### src/rtl/dcache_rr_arbiter_if.sv
// Request/response bundle between the requesting ports, the arbiter and the DCache.
// The slave view is the arbiter; the master view is the requesters plus the DCache.
interface dcache_rr_arbiter_if #(
   parameter int NUM_PORTS = 4,
   parameter int PADDR_W   = 56,
   parameter int DATA_W    = 64,
   parameter int DT_W      = 3
);
   localparam int GNT_W = $clog2(NUM_PORTS);

   logic [NUM_PORTS-1:0]         port_valid;
   logic [NUM_PORTS-1:0]         port_wr;
   logic [NUM_PORTS*DT_W-1:0]    port_datatype;
   logic [NUM_PORTS*PADDR_W-1:0] port_paddr;
   logic [NUM_PORTS*DATA_W-1:0]  port_wrdata;
   logic [NUM_PORTS-1:0]         port_abort;
   logic [NUM_PORTS-1:0]         port_done;
   logic [NUM_PORTS-1:0]         port_ready;
   logic [DATA_W-1:0]            port_rddata;
   logic                         dc_req_valid;
   logic                         dc_req_type;
   logic [DT_W-1:0]              dc_req_datatype;
   logic [PADDR_W-1:0]           dc_req_paddr;
   logic [DATA_W-1:0]            dc_req_wrdata;
   logic                         dc_req_rdabort;
   logic                         dc_resp_done;
   logic                         dc_resp_ready;
   logic [DATA_W-1:0]            dc_resp_rddata;
   logic [GNT_W-1:0]             arb_gnt_id;

   modport master (
      output port_valid, port_wr, port_datatype, port_paddr, port_wrdata, port_abort,
      output dc_resp_done, dc_resp_ready, dc_resp_rddata,
      input  port_done, port_ready, port_rddata,
      input  dc_req_valid, dc_req_type, dc_req_datatype, dc_req_paddr, dc_req_wrdata,
      input  dc_req_rdabort, arb_gnt_id
   );

   modport slave (
      input  port_valid, port_wr, port_datatype, port_paddr, port_wrdata, port_abort,
      input  dc_resp_done, dc_resp_ready, dc_resp_rddata,
      output port_done, port_ready, port_rddata,
      output dc_req_valid, dc_req_type, dc_req_datatype, dc_req_paddr, dc_req_wrdata,
      output dc_req_rdabort, arb_gnt_id
   );
endinterface

### src/rtl/dcache_rr_arbiter.sv
// N-port round-robin arbiter in front of the single DCache request port, with per-port
// pending tracking, registered grant fields, read abort and an optional write-priority mode.
module dcache_rr_arbiter #(
   parameter int NUM_PORTS     = 4,
   parameter int PADDR_W       = 56,
   parameter int DATA_W        = 64,
   parameter int DT_W          = 3,
   parameter int WR_PRIO       = 0,
   parameter int MAX_WR_STREAK = 4
) (
   input logic                clk,
   input logic                rst,
   dcache_rr_arbiter_if.slave bus
);
   localparam int GW = $clog2(NUM_PORTS);

   typedef enum logic {IDLE, BUSY} state_t;

   state_t               state_reg, state_next;
   logic [NUM_PORTS-1:0] pending_reg, pending_next;
   logic [GW-1:0]        last_gnt_reg, last_gnt_next;
   logic [GW-1:0]        gnt_id_reg;
   logic [3:0]           wr_streak_reg, wr_streak_next;
   logic                 type_reg;
   logic [DT_W-1:0]      datatype_reg;
   logic [PADDR_W-1:0]   paddr_reg;
   logic [DATA_W-1:0]    wrdata_reg;

   logic [NUM_PORTS-1:0] req, rd_abort, gnt_onehot;
   logic [GW:0]          pick_all, pick_wr, pick_rd, pick_sel;
   logic [GW-1:0]        pick_id;
   logic                 rd_pending, grant, done_hit, abort_hit;

   // Returns {found, id} of the first set bit of mask, searching from last+1 with wrap.
   function automatic logic [GW:0] rr_pick(input logic [NUM_PORTS-1:0] mask,
                                           input logic [GW-1:0] last);
      logic [GW:0] sel;
      sel = '0;
      for (int k = NUM_PORTS; k >= 1; k--) begin
         if (mask[(int'(last) + k) % NUM_PORTS])
            sel = {1'b1, GW'((int'(last) + k) % NUM_PORTS)};
      end
      return sel;
   endfunction

   genvar gi;
   generate
      for (gi = 0; gi < NUM_PORTS; gi++) begin : g_port
         assign rd_abort[gi]   = bus.port_abort[gi] & ~bus.port_wr[gi];
         assign req[gi]        = (bus.port_valid[gi] | pending_reg[gi]) & ~rd_abort[gi];
         assign gnt_onehot[gi] = (gnt_id_reg == GW'(gi));
      end
   endgenerate

   assign rd_pending = |(req & ~bus.port_wr);
   assign pick_all   = rr_pick(req, last_gnt_reg);
   assign pick_wr    = rr_pick(req & bus.port_wr, last_gnt_reg);
   assign pick_rd    = rr_pick(req & ~bus.port_wr, last_gnt_reg);

   // A full write streak hands the next slot to a waiting read.
   always_comb begin
      pick_sel = pick_all;
      if (WR_PRIO != 0) begin
         if (wr_streak_reg == 4'(MAX_WR_STREAK) && pick_rd[GW])
            pick_sel = pick_rd;
         else if (pick_wr[GW])
            pick_sel = pick_wr;
         else
            pick_sel = pick_rd;
      end
   end

   assign pick_id = pick_sel[GW-1:0];

   always_comb begin
      state_next    = state_reg;
      last_gnt_next = last_gnt_reg;
      grant         = 1'b0;
      done_hit      = 1'b0;
      abort_hit     = 1'b0;
      case (state_reg)
         IDLE: begin
            if (bus.dc_resp_ready && pick_sel[GW]) begin
               grant      = 1'b1;
               state_next = BUSY;
            end
         end
         BUSY: begin
            if (bus.dc_resp_done) begin
               done_hit      = 1'b1;
               state_next    = IDLE;
               last_gnt_next = gnt_id_reg;
            end else if (!type_reg && bus.port_abort[gnt_id_reg]) begin
               abort_hit     = 1'b1;
               state_next    = IDLE;
               last_gnt_next = gnt_id_reg;
            end
         end
         default: state_next = IDLE;
      endcase
   end

   // Clears win over a valid still held on the completing cycle.
   always_comb begin
      pending_next = (pending_reg | (bus.port_valid & ~rd_abort)) & ~rd_abort
                     & ~(done_hit ? gnt_onehot : '0);
      wr_streak_next = wr_streak_reg;
      if (grant) begin
         if (bus.port_wr[pick_id] && rd_pending)
            wr_streak_next = (wr_streak_reg == 4'hF) ? 4'hF : wr_streak_reg + 4'd1;
         else
            wr_streak_next = '0;
      end else if (!rd_pending) begin
         wr_streak_next = '0;
      end
   end

   always_ff @(posedge clk) begin
      if (rst) begin
         state_reg     <= IDLE;
         pending_reg   <= '0;
         wr_streak_reg <= '0;
         last_gnt_reg  <= GW'(NUM_PORTS - 1);
         gnt_id_reg    <= '0;
         type_reg      <= 1'b0;
         datatype_reg  <= '0;
         paddr_reg     <= '0;
         wrdata_reg    <= '0;
      end else begin
         state_reg     <= state_next;
         pending_reg   <= pending_next;
         wr_streak_reg <= wr_streak_next;
         last_gnt_reg  <= last_gnt_next;
         if (grant) begin
            gnt_id_reg   <= pick_id;
            type_reg     <= bus.port_wr[pick_id];
            datatype_reg <= bus.port_datatype[pick_id*DT_W +: DT_W];
            paddr_reg    <= bus.port_paddr[pick_id*PADDR_W +: PADDR_W];
            wrdata_reg   <= bus.port_wrdata[pick_id*DATA_W +: DATA_W];
         end
      end
   end

   assign bus.port_done       = (done_hit && !rst) ? gnt_onehot : '0;
   assign bus.dc_req_rdabort  = abort_hit && !rst;
   assign bus.port_ready      = {NUM_PORTS{bus.dc_resp_ready}};
   assign bus.port_rddata     = bus.dc_resp_rddata;
   assign bus.dc_req_valid    = (state_reg == BUSY);
   assign bus.dc_req_type     = type_reg;
   assign bus.dc_req_datatype = datatype_reg;
   assign bus.dc_req_paddr    = paddr_reg;
   assign bus.dc_req_wrdata   = wrdata_reg;
   assign bus.arb_gnt_id      = gnt_id_reg;
endmodule

### src/flat_wrapper.sv
// flat-port wrapper written by rule: the top's interface ports become plain ports
module dcache_rr_arbiter_flat 
#(
   parameter int NUM_PORTS     = 4,
   parameter int PADDR_W       = 56,
   parameter int DATA_W        = 64,
   parameter int DT_W          = 3,
   parameter int WR_PRIO       = 0,
   parameter int MAX_WR_STREAK = 4
)
  (clk, rst, bus_port_valid, bus_port_wr, bus_port_datatype, bus_port_paddr, bus_port_wrdata, bus_port_abort, bus_dc_resp_done, bus_dc_resp_ready, bus_dc_resp_rddata, bus_port_done, bus_port_ready, bus_port_rddata, bus_dc_req_valid, bus_dc_req_type, bus_dc_req_datatype, bus_dc_req_paddr, bus_dc_req_wrdata, bus_dc_req_rdabort, bus_arb_gnt_id);
  dcache_rr_arbiter_if #(.NUM_PORTS(NUM_PORTS), .PADDR_W(PADDR_W), .DATA_W(DATA_W), .DT_W(DT_W)) bus_i ();
  input logic clk;
  input logic rst;
  input wire logic [$bits(bus_i.port_valid)-1:0] bus_port_valid;
  input wire logic [$bits(bus_i.port_wr)-1:0] bus_port_wr;
  input wire logic [$bits(bus_i.port_datatype)-1:0] bus_port_datatype;
  input wire logic [$bits(bus_i.port_paddr)-1:0] bus_port_paddr;
  input wire logic [$bits(bus_i.port_wrdata)-1:0] bus_port_wrdata;
  input wire logic [$bits(bus_i.port_abort)-1:0] bus_port_abort;
  input wire logic [$bits(bus_i.dc_resp_done)-1:0] bus_dc_resp_done;
  input wire logic [$bits(bus_i.dc_resp_ready)-1:0] bus_dc_resp_ready;
  input wire logic [$bits(bus_i.dc_resp_rddata)-1:0] bus_dc_resp_rddata;
  output wire logic [$bits(bus_i.port_done)-1:0] bus_port_done;
  output wire logic [$bits(bus_i.port_ready)-1:0] bus_port_ready;
  output wire logic [$bits(bus_i.port_rddata)-1:0] bus_port_rddata;
  output wire logic [$bits(bus_i.dc_req_valid)-1:0] bus_dc_req_valid;
  output wire logic [$bits(bus_i.dc_req_type)-1:0] bus_dc_req_type;
  output wire logic [$bits(bus_i.dc_req_datatype)-1:0] bus_dc_req_datatype;
  output wire logic [$bits(bus_i.dc_req_paddr)-1:0] bus_dc_req_paddr;
  output wire logic [$bits(bus_i.dc_req_wrdata)-1:0] bus_dc_req_wrdata;
  output wire logic [$bits(bus_i.dc_req_rdabort)-1:0] bus_dc_req_rdabort;
  output wire logic [$bits(bus_i.arb_gnt_id)-1:0] bus_arb_gnt_id;
  assign bus_i.port_valid = bus_port_valid;
  assign bus_i.port_wr = bus_port_wr;
  assign bus_i.port_datatype = bus_port_datatype;
  assign bus_i.port_paddr = bus_port_paddr;
  assign bus_i.port_wrdata = bus_port_wrdata;
  assign bus_i.port_abort = bus_port_abort;
  assign bus_i.dc_resp_done = bus_dc_resp_done;
  assign bus_i.dc_resp_ready = bus_dc_resp_ready;
  assign bus_i.dc_resp_rddata = bus_dc_resp_rddata;
  assign bus_port_done = bus_i.port_done;
  assign bus_port_ready = bus_i.port_ready;
  assign bus_port_rddata = bus_i.port_rddata;
  assign bus_dc_req_valid = bus_i.dc_req_valid;
  assign bus_dc_req_type = bus_i.dc_req_type;
  assign bus_dc_req_datatype = bus_i.dc_req_datatype;
  assign bus_dc_req_paddr = bus_i.dc_req_paddr;
  assign bus_dc_req_wrdata = bus_i.dc_req_wrdata;
  assign bus_dc_req_rdabort = bus_i.dc_req_rdabort;
  assign bus_arb_gnt_id = bus_i.arb_gnt_id;
  dcache_rr_arbiter #(.NUM_PORTS(NUM_PORTS), .PADDR_W(PADDR_W), .DATA_W(DATA_W), .DT_W(DT_W), .WR_PRIO(WR_PRIO), .MAX_WR_STREAK(MAX_WR_STREAK)) u_core (.clk(clk), .rst(rst), .bus(bus_i));
endmodule
### config.mk
export PLATFORM = sky130hd
export DESIGN_NAME = dcache_rr_arbiter_flat
export DESIGN_NICKNAME = d
export VERILOG_FILES = /design/src/rtl/dcache_rr_arbiter_if.sv /design/src/rtl/dcache_rr_arbiter.sv /design/src/flat_wrapper.sv
export SDC_FILE = /design/constraint.sdc
export NUM_CORES = 1
export LEC_CHECK = 0
export ABC_AREA = 0
export BUFFER_PORTS_ARGS = -buffer_cell sky130_fd_sc_hd__buf_2
export CORE_AREA = 5 5 295 297
export CTS_CLUSTER_DIAMETER = 200
export DETAILED_ROUTE_END_ITERATION = 8
export DIE_AREA = 0 0 300 302
export GPL_TIMING_DRIVEN = 0
export SLEW_MARGIN = 0
export SYNTH_ARGS = -nofsm -noshare
export SYNTH_HDL_FRONTEND = slang
export SYNTH_SLANG_ARGS = --single-unit
### constraint.sdc
create_clock -name clk -period 5.49 [get_ports clk]
set_input_delay 1.647 -clock clk [delete_from_list [all_inputs] [get_ports clk]]
set_output_delay 1.647 -clock clk [all_outputs]
set_load 0.1 [all_outputs]
* Word level (Yosys, flattened, before mapping)
Cells that the tools add are included.
** Cells by class
- Add/sub/neg operators :: 4
- Multipliers :: 2
- Div/mod/pow operators :: 0
- Order comparisons :: 6
- Equal/unequal tests :: 3
- Shift operators :: 3
- Muxes and demuxes :: 34
- Bitwise gates (word level) :: 31
- Reduce and logical (&&, ||, !) cells :: 13
** Operators by type and width (count)
- $shiftx A256 B9 Y64 :: 1
- $shiftx A224 B9 Y56 :: 1
- $mux W1 :: 19
- $lt A3 B4 Y1 const B :: 4
- $and A4 B4 Y4 :: 3
- $bmux W1 S2 :: 6
- $mux W3 :: 4
- $shiftx A12 B5 Y3 :: 1
- $not A1 Y1 :: 9
- $and A1 B1 Y1 :: 8
- $mux W4 :: 2
- $not A4 Y4 :: 2
- $reduce_or A2 Y1 :: 4
- $lt A2 B3 Y1 const B :: 2
- $mul A2 B3 Y5 const B :: 1
- $add A2 B1 Y2 const B :: 2
- $add A2 B2 Y2 const B :: 2
- $and A1 B1 Y1 const A :: 4
- $eq A2 B2 Y1 const B :: 2
- $logic_and A1 B1 Y1 :: 4
- $mul A2 B2 Y4 const B :: 1
- $mux W2 :: 2
- $or A1 B1 Y1 :: 4
- $or A4 B4 Y4 :: 1
- other kinds (6) :: 7
** Storage, ports and cells
- Bits in registers :: 133
- Bits in latches :: 0
- Bits in writable memories :: 0
- ROM bits :: 0
- Input bits :: 572
- Output and inout port bits :: 200
- Word-level logic and storage cells :: 104
- Memories kept :: 0

* Longest topological paths before layout
Gate-level depths: netlist (run 1).
- Word-level depth :: 14
- Gate-level depth with buffers :: 9
- Depth with buffers taken out :: 6

* Worst setup path before layout (run 1)
Ideal clock, no wire load.
- Kind :: input to output
- Start :: in rst
- End :: out bus_dc_req_rdabort
- Arrival time :: 5.128 ns
- Required time :: 3.843 ns
- Setup slack :: -1.285 ns
- Cell stages on the path :: 3
- Buffers on the path :: 2
- Cell sequence :: clkbuf_1 > clkbuf_1 > nor4b_1
** On the way
- Longest elaborated chain between the ends :: 2
** RTL lines
- start: declaration :: RTL line flat_wrapper.sv:14 : input logic rst;
- $logic_not A1 Y1 :: RTL line dcache_rr_arbiter.sv:145 : assign bus.dc_req_rdabort = abort_hit && !rst;
- $logic_and A1 B1 Y1 :: RTL line dcache_rr_arbiter.sv:145
- end: declaration :: RTL line flat_wrapper.sv:32 : output wire logic [$bits(bus_i.dc_req_rdabort)-1:0] bus_dc_req_rdabort;
No other way between the ends.

* Final worst setup path (run 1)
- Start :: in rst
- End :: out bus_port_done[2]
** On the way
- Longest elaborated chain between the ends :: 3
** RTL lines
- $logic_not A1 Y1 :: RTL line dcache_rr_arbiter.sv:144 : assign bus.port_done = (done_hit && !rst) ? gnt_onehot : '0;
- $logic_and A1 B1 Y1 :: RTL line dcache_rr_arbiter.sv:144
- $mux W4 :: RTL line dcache_rr_arbiter.sv:144
- end: declaration :: RTL line flat_wrapper.sv:24 : output wire logic [$bits(bus_i.port_done)-1:0] bus_port_done;
No other way between the ends.

==> results of run 1 <==
-- cell type report --
class / instances / area share (%)
buffer: 180 / 6.964
timing repair buffer: 706 / 23.93
clock inverter: 11 / 1.178
antenna: 8 / 0.1356
inverter: 3 / 0.07625
clock buffer: 21 / 3.118
sequential: 133 / 18.03
tap: 1090 / 9.235
multi-input combinational: 682 / 37.34
-- per-layer routing --
metal	track usage, %	share of wire (%)	vias to the layer above	routed length (um)
met2	21.66	45	718	29950
met5	0	0.028	-	19
li1	-	-	5255	-
met1	17.30	41	5425	27630
met4	7.389	4.9	2	3259
met3	3.991	8.8	108	5865
-- how the worst min path moves through the flow --
stage	endpoint	slack (ns)
after floorplan	u_core.last_gnt_reg[0]$_SDFFE_PP1P_	0.48
final	u_core.bus.dc_req_wrdata[54]$_SDFFE_PP0P_	0.48
after detailed placement	u_core.bus.dc_req_paddr[30]$_SDFFE_PP0P_	0.47
after global routing	u_core.bus.dc_req_paddr[6]$_SDFFE_PP0P_	0.49
after global placement	u_core.bus.dc_req_paddr[50]$_SDFFE_PP0P_	0.46
after CTS	u_core.bus.dc_req_paddr[32]$_SDFFE_PP0P_	0.48
-- power groups by stage --
stage	clock [uW]	combinational, uW	sequential, uW
2_1_floorplan	0	1050	2190
3_3_place_gp	0	2880	1200
3_5_place_dp	0	2890	1200
4_1_cts	1400	2890	1190
5_1_grt	1420	2980	1200
6_report	1330	2860	1190
-- metrics by stage --
| step | setup TNS [ns] | power [uW] | hold WS (ns) |
|---|---|---|---|
| 3_3_place_gp | -18.24 | 4084 | 0.4626 |
| 6_report | 0 | 5382 | 0.4821 |
| 3_5_place_dp | 0 | 4089 | 0.4657 |
| 5_1_grt | 0 | 5603 | 0.4929 |
| 2_1_floorplan | -3.444 | 3239 | 0.4770 |
| 4_1_cts | 0 | 5471 | 0.4848 |
-- cell usage after synthesis --
| cell | n | area (sq um) |
|---|---|---|
| a21oi_1 | 1 | 5.000 |
| buf_6 | 5 | 56.30 |
| or3_1 | 1 | 6.260 |
| mux2_2 | 121 | 1363 |
| o21ai_0 | 2 | 10.01 |
| a311oi_1 | 1 | 8.760 |
| buf_2 | 18 | 90.09 |
| clkbuf_1 | 71 | 266.5 |
| a221o_1 | 123 | 1231 |
| o21a_1 | 1 | 7.510 |
| buf_1 | 9 | 33.78 |
| o311ai_1 | 1 | 8.760 |
| a211oi_1 | 1 | 7.510 |
| or2_1 | 1 | 6.260 |
| buf_4 | 77 | 578.1 |
| nor3_1 | 6 | 30.03 |
| nor4b_1 | 1 | 8.760 |
| nor2b_1 | 5 | 31.28 |
| a211o_1 | 3 | 26.28 |
| o22ai_1 | 3 | 18.77 |
| dfxtp_1 | 133 | 2663 |
| mux4_2 | 1 | 22.52 |
| nor2_1 | 15 | 56.30 |
| nand3_1 | 246 | 1231 |
| nand2b_1 | 1 | 6.260 |
| a311o_1 | 1 | 10.01 |
| a32oi_2 | 1 | 16.27 |
| nor4_1 | 6 | 37.54 |
| and2_1 | 3 | 18.77 |
| or3b_2 | 1 | 8.760 |
| nand2_1 | 4 | 15.01 |
| o221ai_1 | 1 | 8.760 |
| or2_2 | 1 | 6.260 |
| and4_1 | 1 | 8.760 |
| inv_1 | 3 | 11.26 |
| mux2i_1 | 126 | 1261 |
| o22a_1 | 1 | 8.760 |
| mux2_1 | 2 | 22.52 |
-- worst max-delay path, delay by kind of cell --
kind / cells / cell delay, ns
buffers and inverters: 3 / 1.01
AND/OR/NAND/NOR: 1 / 0.47
-- logic make-up after synthesis --
kind of cell,after synthesis
AO/OA/AOI/OAI,140
buffers and inverters,183
flip-flops,133
multiplexers,250
AND/OR/NAND/NOR,292
==> results.py, run 1 <==
metrics = {
    "final_layout": {
        "nFillCells": 9573,
        "drive_above_1_share_pct": 55.59,
        "final_area_sq_um": 14770,
        "most-common-layout-cells": "724 x buf_2, 246 x nand3_1, 133 x dfxtp_1",
        "multi_input_area_sq_um": 5514,
        "stdcell_count": 2834,
        "areaGrowthSynthToFinish_pct": 60.41,
        "seq_area_sq_um": 2663,
        "finish.utilization_pct": 17.51,
        "fin_nets": 2295,
        "largest_register_ff_count": 64,
        "final_common_cell": "buf_2",
    },
    "floorplanning": {
        "io_pins": 772,
        "fp-row-count": 107,
        "start_util_pct": 10.92,
        "die_x_um": 300,
        "core_sq_um": 84340,
        "chipHeight_um": 302,
        "fp.dieArea_sq_um": 90600,
    },
    "worst_setup_path": {
        "cp-endpoint": "bus_port_done[2]",
        "startpoint": "rst",
        "cp_slowest_cell": "buf_2",
        "crit_top_cell": "clkbuf_1",
        "arrival_ns": 3.14,
        "cp_cell_sequence": "clkbuf_1, clkbuf_1, nor4_1, buf_2",
        "cpPeakStageDelay_ns": 0.53,
        "rr_worst_depth": 8,
        "rrSetupSlack_ns": 1.84,
        "r2r_start": "u_core.pending_reg[1]$_SDFF_PP0_",
        "cp_data_required_time_ns": 3.84,
        "critPathKind": "in -> out",
        "rr_endpoint": "u_core.bus.dc_req_paddr[21]$_SDFFE_PP0P_",
        "startpoint_type": "input pin",
        "cp-end-kind": "output pin",
        "path_max_fanout": 10,
    },
    "power": {
        "internal-power_uw": 2625,
        "pwr-share-comb_pct": 53.1,
        "cellPowerDensity_nw_per_um2": 364.5,
        "pwr-share-seq_pct": 22.1,
        "power.switching_uw": 2758,
        "p_leak_uw": 0.006849,
        "netSwitchingFraction_pct": 51.24,
        "ir_worst_vdd_mv": 0.2471,
        "clkPwrFrac_pct": 24.8,
    },
    "sta": {
        "finClkSkew_ns": 0.02369,
        "setup_viol": 0,
        "timing.final.ws_setup_ns": 0.7020,
        "hold_viol_final": 0,
        "report.final.slew_viol_count": 0,
        "fin_crit_ns": 4.788,
        "rsz0062_at_grt": "no",
        "tightest_slew_ns": 1.160,
        "clock.fmax_ghz": 0.2089,
        "slew_headroom_pct": 22.68,
        "post-route-period-util_pct": 87.21,
    },
    "synth": {
        "synthCells": 998,
        "synth_cell_types": 38,
        "synth-simple-area-share_pct": 15.98,
        "synth-xor-area-share_pct": 0,
        "synth_top_family_by_area": "multiplexers",
        "synth_fa_ha_area_share_pct": 0,
        "ys_seq_elements": 133,
        "seq_area_frac_synth_pct": 28.92,
        "yosysWarnings": 0,
        "avgSynthCellArea_sq_um": 9.225,
        "synth_mux_area_share_pct": 28.99,
        "synth-compound-area-share_pct": 14.85,
        "syn-num-nets": 1570,
        "netlist_area_sq_um": 9206,
    },
    "clock_network": {
        "clk_path_buf_depth": 2,
        "clkSinkCount": 133,
        "ctsHoldBuffers": 0,
        "tritoncts": "built",
        "cts_root_buffer": "clkbuf_16",
        "worstSkewPairLatency_ns": 0.49,
        "cts_resized": 0,
        "postCtsSetupRepairBufs": 0,
        "cts_made_buffers": 17,
        "clk_pin_slew_ns": 0.06,
        "htreeDepth": 4,
    },
    "run_status": {
        "outcome": "complete, no violations",
    },
    "grt": {
        "antenna_found_initial": 13,
        "grt_max_degree": 17,
        "grt_pass1_wl_um": 87760,
        "grt_usage_pct": 13.86,
        "grt_pass1_vias": 11702,
        "overflow": 0,
    },
    "routing": {
        "vias": 11508,
        "postRouteWirelength_um": 66730,
        "drt_pre_antenna_iters": 5,
        "vias_per_cell": 4.061,
        "final_antenna_net_count": 0,
        "drt_iter0_markers": 724,
        "drc": 0,
        "wl_per_cell_um": 23.55,
    },
    "place": {
        "placed_area_sq_um": 14110,
        "dp_hpwl_um": 55330,
        "place_ws_ns": 0.01704,
        "port_buffers": 706,
        "place.gp.congestion": 0.8912,
        "dp.cells": 2794,
    },
    "hold_path": {
        "worstHoldStart": "u_core.bus.dc_req_wrdata[54]$_SDFFE_PP0P_",
        "hp-class": "reg -> reg",
        "min_path_cells": 1,
    },
    "flow_run": {
        "maxCapViolCount": 0,
    },
}
No activity file was read; power rests on OpenSTA's default activity.
==> run 2: changes to the inputs <==
--- a/config.mk
+++ b/config.mk
@@ -7,10 +7,10 @@
 export LEC_CHECK = 0
 export ABC_AREA = 0
 export BUFFER_PORTS_ARGS = -buffer_cell sky130_fd_sc_hd__buf_2
-export CORE_AREA = 5 5 295 297
+export CORE_AREA = 5 5 297 299
 export CTS_CLUSTER_DIAMETER = 200
 export DETAILED_ROUTE_END_ITERATION = 8
-export DIE_AREA = 0 0 300 302
+export DIE_AREA = 0 0 302 304
 export GPL_TIMING_DRIVEN = 0
 export SLEW_MARGIN = 0
 export SYNTH_ARGS = -nofsm -noshare
==> constraint.sdc (replaced) <==
create_clock -name clk -period 4.65 [get_ports clk]
set_input_delay 1.395 -clock clk [delete_from_list [all_inputs] [get_ports clk]]
set_output_delay 1.395 -clock clk [all_outputs]
set_load 0.1 [all_outputs]
==> results.py, run 2 (synthesis gave the netlist of run 1 again) <==
metrics = {
    "worst_setup_path": {
        "worst-path-buf-inv": 3,
        "path_depth": 9,
        "rr_endpoint": "u_core.bus.dc_req_wrdata[3]$_SDFFE_PP0P_",
        "startpoint_type": "input pin",
        "rrSetupSlack_ns": 1.07,
        "r2r_start": "u_core.pending_reg[3]$_SDFF_PP0_",
        "cp_data_required_time_ns": 5.08,
        "crit_top_cell": "buf_2",
        "cp-end-kind": "register",
        "path_max_fanout": 10,
        "cp_cell_sequence": "buf_2, nor2b_1, o22ai_1, a311oi_1, dlygate4sd1_1, buf_2, nand3_1, mux2i_1, a221o_1",
        "arrival_ns": 4.79,
        "critPathKind": "in -> reg",
        "cp_top_family": "buffers and inverters",
        "rr_worst_depth": 8,
        "cp_slowest_cell": "dlygate4sd1_1",
        "cpPeakStageDelay_ns": 0.74,
    },
    "final_layout": {
        "drive_above_1_share_pct": 55.93,
        "largest_register_ff_count": 64,
        "nFillCells": 9742,
        "final_common_cell": "buf_2",
        "seq_area_sq_um": 2663,
        "fin_nets": 2295,
        "stdcell_count": 2890,
        "areaGrowthSynthToFinish_pct": 61.25,
        "multi_input_area_sq_um": 5538,
        "most-common-layout-cells": "724 x buf_2, 246 x nand3_1, 133 x dfxtp_1",
    },
    "grt": {
        "grt_pass1_vias": 12053,
        "antenna_found_initial": 22,
        "grt_max_degree": 17,
        "grt_pass1_wl_um": 92790,
        "overflow": 0,
        "grt_usage_pct": 14.51,
    },
    "run_status": {
        "outcome": "complete, no violations",
    },
    "clock_network": {
        "postCtsSetupRepairBufs": 0,
        "clk_path_buf_depth": 2,
        "tritoncts": "built",
        "clk_pin_slew_ns": 0.06,
        "worstSkewPairLatency_ns": 0.49,
        "cts_root_buffer": "clkbuf_16",
        "cts_made_buffers": 17,
        "clkSinkCount": 133,
        "htreeDepth": 4,
    },
    "sta": {
        "report.final.slew_viol_count": 0,
        "slew_headroom_pct": 14.76,
        "holdWs_ns": 0.4811,
        "hold_viol_final": 0,
        "fin_crit_ns": 4.361,
        "post-route-period-util_pct": 93.78,
        "finClkSkew_ns": 0.01887,
        "tightest_slew_ns": 1.279,
        "timing.final.ws_setup_ns": 0.2890,
        "setup_viol": 0,
        "clock.fmax_ghz": 0.2293,
    },
    "routing": {
        "vias": 11709,
        "drc": 0,
        "drt_pre_antenna_iters": 6,
        "postRouteWirelength_um": 70310,
        "vias_per_cell": 4.052,
        "drt_iter0_markers": 950,
        "final_antenna_net_count": 0,
        "wl_per_cell_um": 24.33,
    },
    "floorplanning": {
        "chipHeight_um": 304,
        "io_pins": 772,
        "fp.dieArea_sq_um": 91810,
        "start_util_pct": 10.85,
        "die_x_um": 302,
        "core_sq_um": 84880,
        "fp-row-count": 107,
    },
    "place": {
        "place_ws_ns": -0.3125,
        "port_buffers": 706,
        "place.gp.congestion": 0.9349,
        "dp.cells": 2848,
        "dp_hpwl_um": 58620,
    },
    "hold_path": {
        "min_path_cells": 1,
        "min_delay_worst_endpoint": "u_core.bus.dc_req_datatype[2]$_SDFFE_PP0P_",
        "worstHoldStart": "u_core.bus.dc_req_datatype[2]$_SDFFE_PP0P_",
        "hp-class": "reg -> reg",
    },
    "power": {
        "cellPowerDensity_nw_per_um2": 425.9,
        "p_leak_uw": 0.006847,
        "ir_worst_vdd_mv": 0.2892,
    },
    "flow_run": {
        "maxCapViolCount": 0,
    },
}
==> run 2: cell types whose count changed in the layout (fill, tap and decap cells not counted) <==
cell,previous run,this run
clkinvlp_4,3,4
clkbuf_2,3,4
diode_2,8,10
dlygate4sd1_1,0,1
nor4_1,6,3
nor4_2,0,3
nor3_1,6,5
clkbuf_1,70,67
nor3_2,0,1
clkinv_4,2,1
bufinv_16,4,3
clkinv_2,1,3
==> run 2: where the power goes <==
part	switching (uW)	internal, uW	total, uW
clock	645	869	1510
combinational	2540	863	3400
sequential	102	1310	1410
total	3280	3040	6320
==> run 2: worst register-to-register path, delay by kind of cell, from the launching register on <==
family / cells / cell delay (ns)
compound gates: 3 / 1.15
buf+inv: 2 / 1.06
flops: 1 / 0.31
mux: 1 / 0.59
simple gates: 2 / 0.35
==> run 2: layer usage <==
metal	track usage [%]	vias up	share of wire [%]
met3	5.008	122	9.9
met4	7.022	2	4.1
li1	-	5244	-
met5	0	-	0.018
met2	23.30	803	46
met1	17.28	5538	40
==> run 2: area by class of cell <==
cell class	instances	area share (%)
inverters	3	0.07585
multi-input cells	682	37.30
repair buffers	706	23.80
well taps	1144	9.642
plain buffers	180	6.970
flip-flops and latches	133	17.94
clock buffers	20	3.076
diodes	10	0.1686
clock inverters	12	1.028
==> run 2: how the worst max path moves through the flow <==
stage                           start                                       end  slack, ns
floorplan                         rst                          bus_port_done[0]      -0.26
CTS                    bus_port_wr[1]  u_core.bus.dc_req_paddr[26]$_SDFFE_PP0P_       0.26
finish                 bus_port_wr[1]  u_core.bus.dc_req_paddr[26]$_SDFFE_PP0P_       0.29
global route        bus_port_abort[1]  u_core.bus.dc_req_paddr[26]$_SDFFE_PP0P_     -0.006
global placement       bus_port_wr[1]  u_core.bus.dc_req_paddr[34]$_SDFFE_PP0P_      -0.77
detailed placement     bus_port_wr[1]  u_core.bus.dc_req_paddr[26]$_SDFFE_PP0P_      -0.31
==> run 2: repair_timing <==
item / CTS / global route
hold buffers: 0 / 0
gates resized for setup: 0 / 3
endpoints found under the setup margin: 0 / 1
==> run 2: stage by stage <==
stage | TNS (ns) | power, uW | utilization (%) | instance area [sq um]
after floorplan | -1.041 | 3826 | - | 9236
after global placement | -52.58 | 4848 | 16.73 | 14200
after detailed placement | -5.196 | 4851 | 16.74 | 14210
after CTS | 0 | 6432 | 17.45 | 14820
after global routing | -0.006434 | 6580 | 17.48 | 14840
final | 0 | 6323 | 17.49 | 14850
